$ cat config.mk
export PLATFORM = sky130hd
export DESIGN_NAME = alu_flags
export DESIGN_NICKNAME = d
export VERILOG_FILES = /design/src/rtl/alu_flags.sv
export SDC_FILE = /design/constraint.sdc
export NUM_CORES = 1
export LEC_CHECK = 0
export ABC_CLOCK_PERIOD_IN_PS = 2370
export CAP_MARGIN = 10
export CORE_MARGIN = 2
export CORE_UTILIZATION = 48
export DETAILED_ROUTE_END_ITERATION = 6
export GPL_TIMING_DRIVEN = 0
export PLACE_DENSITY = 0.86
export SKIP_CTS_REPAIR_TIMING = 1
export SLEW_MARGIN = 20
export SYNTH_ARGS = -nofsm -noshare
export SYNTH_HDL_FRONTEND = slang
export SYNTH_SLANG_ARGS = --single-unit
export TNS_END_PERCENT = 10
$ cat constraint.sdc
create_clock -name clk -period 2.37 [get_ports clk]
set_clock_uncertainty 0.1 [all_clocks]
set_input_delay 0.237 -clock clk [delete_from_list [all_inputs] [get_ports clk]]
set_output_delay 0.237 -clock clk [all_outputs]
set_load 0.05 [all_outputs]
$ cat src/rtl/alu_flags.sv
// Flag-capture and branch-condition stage behind the 8-bit ALU. Tracks each ALU operation
// through start/done, latches {N,V,C,Z} on completion and resolves jump conditions.
module alu_flags #(
    parameter int TIMEOUT = 15
) (
    input  logic       clk,
    input  logic       rst_n,
    input  logic       start,
    input  logic       done,
    input  logic [7:0] result,
    input  logic       carry,
    input  logic       overflow,
    input  logic       cmpo,
    input  logic       clr,
    input  logic       jump_req,
    input  logic [2:0] cond,
    output logic [3:0] flags,
    output logic       captured,
    output logic       timeout_err,
    output logic       busy,
    output logic       take,
    output logic       take_valid
);

    localparam logic [1:0] IDLE  = 2'd0;
    localparam logic [1:0] ARMED = 2'd1;
    localparam logic [1:0] BUSY  = 2'd2;

    logic [1:0] state;
    logic [7:0] cnt;
    logic       expire;
    logic       eval;
    logic       cond_true;

    // The counter hits TIMEOUT on this edge; this beats a done seen in the same cycle.
    assign expire = (state != IDLE) && (cnt == 8'(TIMEOUT - 1));
    assign eval   = (state == IDLE) && jump_req && !start;
    assign busy   = (state != IDLE);

    always_comb begin
        cond_true = 1'b0;
        case (cond)
            3'd0:    cond_true = 1'b1;
            3'd1:    cond_true = flags[0];
            3'd2:    cond_true = !flags[0];
            3'd3:    cond_true = flags[1];
            3'd4:    cond_true = !flags[1];
            3'd5:    cond_true = flags[3];
            3'd6:    cond_true = flags[2];
            default: cond_true = flags[3] ^ flags[2];
        endcase
    end

    always_ff @(posedge clk or negedge rst_n) begin
        if (!rst_n) begin
            state       <= IDLE;
            cnt         <= 8'd0;
            flags       <= 4'd0;
            captured    <= 1'b0;
            timeout_err <= 1'b0;
            take        <= 1'b0;
            take_valid  <= 1'b0;
        end else begin
            captured   <= 1'b0;
            take_valid <= eval;
            if (eval) begin
                take <= cond_true;
            end
            case (state)
                IDLE: begin
                    if (start) begin
                        state <= ARMED;
                        cnt   <= 8'd0;
                    end
                end
                ARMED: begin
                    cnt <= cnt + 8'd1;
                    if (expire) begin
                        state       <= IDLE;
                        timeout_err <= 1'b1;
                    end else if (!done) begin
                        state <= BUSY;
                    end
                end
                BUSY: begin
                    cnt <= cnt + 8'd1;
                    if (expire) begin
                        state       <= IDLE;
                        timeout_err <= 1'b1;
                    end else if (done) begin
                        state <= IDLE;
                        if (cmpo) begin
                            captured <= 1'b1;
                            flags    <= {result[7], overflow, carry, (result == 8'd0)};
                        end
                    end
                end
                default: state <= IDLE;
            endcase
            // Clear overrides any capture or timeout in the same cycle.
            if (clr) begin
                flags       <= 4'd0;
                timeout_err <= 1'b0;
            end
        end
    end

endmodule

* After elaboration in Yosys (flattened, before gate mapping)
Index checks and enable logic that the tools add are counted.
** Cells by class
- $add $sub $neg :: 1
- Equal/unequal tests :: 13
- Mux-type cells :: 21
- Bitwise operators :: 1
- Reduce and logical (&&, ||, !) cells :: 21
** Operator list (count)
- $mux W4 :: 5
- $pmux W8 S2 :: 1
- $reduce_bool A2 Y1 :: 7
- $mux W2 :: 5
- $eq A3 B3 Y1 const B :: 3
- $add A8 B1 Y8 const B :: 1
- $eq A8 B4 Y1 const B :: 1
- $logic_not A8 Y1 :: 1
- $mux W8 :: 1
- $mux W1 :: 7
- $pmux W1 S7 :: 1
- $eq A3 B2 Y1 const B :: 2
- $ne A3 B3 Y1 const B :: 2
- $pmux W2 S3 :: 1
- $ne A2 B2 Y1 const B :: 2
- $reduce_and A2 Y1 :: 2
- $reduce_and A4 Y1 :: 1
- $eq A3 B1 Y1 const B :: 1
- $logic_and A1 B1 Y1 :: 3
- $logic_not A1 Y1 :: 3
- $logic_not A3 Y1 :: 1
- $reduce_and A3 Y1 :: 1
- $eq A2 B1 Y1 const B :: 1
- $eq A2 B2 Y1 const B :: 1
- 3 further kinds :: 3
** Storage, ports and cells
- Flip-flop bits (word level) :: 18
- Output and inout port bits :: 9
- Logic and storage cells :: 64

* Logic depth before layout (Yosys ltp)
- Word-level depth :: 6
- Mapped depth :: 7
- Depth with buffers taken out :: 6

* Worst setup path before layout
OpenSTA, ideal clock, no wires.
- Kind :: register -> register
- Start point :: register state[1]
- End point :: register state[0]
- Arrival time :: 1.800 ns
- Path slack :: 0.342 ns
- Cell stages (with the launch flop) :: 7
- Buffers on the path :: 1
- Period minus slack after synthesis :: 2.028 ns
- Path through :: dfrtp_1 inv_1 ha_1 clkbuf_1 inv_1 o22ai_1 mux2_1
** Between the ends
- Word-level cells in the longest chain between the ends :: 4
** Ends and longest elaborated chain
- from (decl) :: line 29 : logic [1:0] state;
- from (signal assigned) :: line 56 : state <= IDLE;
- from (signal assigned) :: line 72 : state <= ARMED;
- from (signal assigned) :: line 79 : state <= IDLE;
- $reduce_bool A2 Y1 *
- via busy :: line 20 : output logic busy,
- $logic_and A1 B1 Y1 * :: line 36 : assign expire = (state != IDLE) && (cnt == 8'(TIMEOUT - 1));
- $ne A3 B3 Y1 (no source line), or another cell as far along
- $reduce_and A3 Y1 (no source line) / $pmux W2 S3 (equally long branches)
The timed path passes the listed nets; every way through them passes the cells marked *.
A chain may end at the register's enable or synchronous reset.

* Worst setup path in the final report
- Start point :: register state[1]
- End point :: output port busy
** Between the ends
- Word-level cells in the longest chain between the ends :: 1
** Ends and longest elaborated chain
- $reduce_bool A2 Y1 :: line 38 : assign busy = (state != IDLE);
- to (decl) :: line 20
Every way passes these cells.

==> reports/metrics.yaml <==
outcome:
  status: "completed"
detailed_routing:
  ant_nets: 0
  dr.pass1.iters: 4
  drc: 0
  drt_first_iter_violations: 28
  routedWlPerCell_um: 14.2
  via_per_inst: 5.82
  via_count: 1059
  finalWirelength_mm: 2.59
placement:
  placed_area_sq_um: 1440
  place_congestion: 0.857
  numPortBuffers: 28
  place_hpwl_mm: 1.98
timing:
  rsz0062_at_grt: "no"
  worstMarginPinSlew_ns: 0.817
  period_share_pct: 92.9
  relSlewSlack_pct: 45.3
  timing.setup.tns_ns: 0
  setup_viol: 0
  finalCriticalPeriod_ns: 2.20
  hold_viol: 0
  max_freq_mhz: 454
  slew_viol_final: 0
  whs_ns: 0.298
critical_path:
  cp_common_cell: "inv_1"
  worstSetupEndpointType: "primary output"
  critPathKind: "reg -> out"
  critPathArrivalTime_ns: 1.86
  crit_required_ns: 2.03
  crit_path_max_fanout: 10
  cpPeakStageDelay_ns: 0.44
  cp_cell_sequence: "inv_1, ha_1, clkbuf_2, inv_1, dlymetal6s2s_1"
  reg2reg_depth: 6
  crit_slowest_cell: "dlymetal6s2s_1"
  setup.worst_path.start_class: "register"
global_routing:
  grt_max_degree: 19
  grt_pass1_wl_mm: 4.37
  overflow: 0
  grt_pass1_vias: 1102
  antenna_found_initial: 0
  grt_use_total_pct: 21.3
yosys:
  syn_avg_cell_area_sq_um: 9.20
  yosysSeqAreaShare_pct: 40.1
  synth_cell_types: 35
  ys_warn_count: 0
  synthCells: 122
  async_reset_ff_share_pct: 100
  synth_edf_count: 0
  ys_seq_elements: 18
  synthesis.area_sq_um: 1120
  synth_flop_cell: "dfrtp_1"
  synth_fp_nets: 148
layout:
  areaGrowthSynthToFinish_pct: 31.7
  final_nets: 181
  fillers: 190
  diodes: 0
  drive_above_1_share_pct: 7.14
  layout_commonest_cell: "clkdlybuf4s50_1"
  design_area_sq_um: 1480
  mostFrequentLayoutCells: "clkdlybuf4s50_1, dfrtp_1, nand2_1"
floorplanning:
  die_x_um: 52.4
  die-area_sq_um: 2740
  fp-row-count: 17
  coreArea_sq_um: 2210
  die_h_um: 52.4
  initial_core_util_pct: 50.7
  pin_count: 29
pwr:
  power_uw: 1520
  ir_worst_vdd_mv: 0.899
  p_per_area_nw_per_um2: 1030
  p_leak_uw: 0.000616
clock_tree:
  clk_pin_slew_ns: 0.11
  cts_tree: "done"
  clock_latency_ns: 0.30
  root_buffer: "clkbuf_4"
  cts_buffer_depth: 2
  cts-buffers-inserted: 3
  cts.sinks: 18
  htreeDepth: 1
run:
  drv_cap: 0
hold_path:
  min-delay-path-class: "in -> async"
[path summary, 6_finish.rpt]
path / from / to / slack [ns]
max in group asynchronous: rst_n / cnt[0] / 1.36
min in group clk: timeout_err / timeout_err / 0.43
worst max-delay path: state[1] / busy / 0.17
worst max register to register: cnt[0] / state[0] / 0.20
worst min register to register: timeout_err / timeout_err / 0.43
worst min-delay path: rst_n / state[0] / 0.30
[Yosys cell counts (2+ instances only)]
master	instances	share of area (%)
ha_1	6	6.7
a311o_1	2	1.8
o22a_1	2	1.6
a21oi_1	10	4.5
a2111oi_0	2	1.6
o21a_1	2	1.3
xnor2_1	2	1.6
o21ai_0	8	3.6
inv_1	6	2.0
and3_1	2	1.1
nor4_1	3	1.7
clkbuf_1	4	1.3
mux2i_1	3	2.7
o221ai_1	2	1.6
nor3_1	2	0.89
nor2_1	7	2.3
nor2b_1	6	3.3
dfrtp_1	18	40
nand3_1	6	2.7
nand2_1	14	4.7
[registers in the layout, indices dropped and copies added, names as in the netlist]
| signal | cells |
|---|---|
| captured | 1 |
| state | 2 |
| take_valid | 1 |
| flags | 4 |
| take | 1 |
| cnt | 8 |
| timeout_err | 1 |
[layer usage]
metal / GRT usage (%) / vias up / part of all wire (%)
met5: 0 / - / 0
met4: 10.3 / 0 / 0.50
met3: 3.71 / 2 / 6.1
met2: 38.5 / 39 / 51
met1: 23.9 / 503 / 42
li1: - / 515 / -
[area by class of cell]
type	count	area [sq um]	area share, %
inverters	6	22.5	1.52
clock buffers	4	36.3	2.46
multi-input cells	93	623	42.2
plain buffers	5	27.5	1.86
flip-flops and latches	18	450	30.5
repair buffers	28	283	19.1
well taps	28	35.0	2.37
[power by group]
part	leakage (uW)	switching [uW]	internal [uW]
registers	0.000238	108	397
clock network	0.0000210	97.9	93.6
logic	0.000357	497	328
total	0.000616	703	819
[worst max-delay path: cells and delay by family, from the launching register on]
kind       cells  cell delay (ns)
buf+inv        4             0.92
flops          1             0.41
fa+ha+maj      1             0.23
[metrics by stage]
stage	worst slack, ns	utilization, %	cells
5_1_grt	0.0648	66.8	182
3_5_place_dp	-0.0119	65.0	178
3_3_place_gp	0.0913	65.0	178
2_1_floorplan	0.342	-	122
4_1_cts	-0.350	66.6	182
6_report	0.169	66.8	182
[kinds of logic after synthesis]
| family | synth area share [%] |
|---|---|
| AND/OR/NAND/NOR | 22.4 |
| multiplexers | 3.68 |
| adder cells (fa/ha/maj) | 6.69 |
| XOR/XNOR | 1.56 |
| buffers and inverters | 4.35 |
| flip-flops | 40.1 |
| AO/OA/AOI/OAI | 21.2 |
Note: power is estimated with default switching activity, not from simulation.
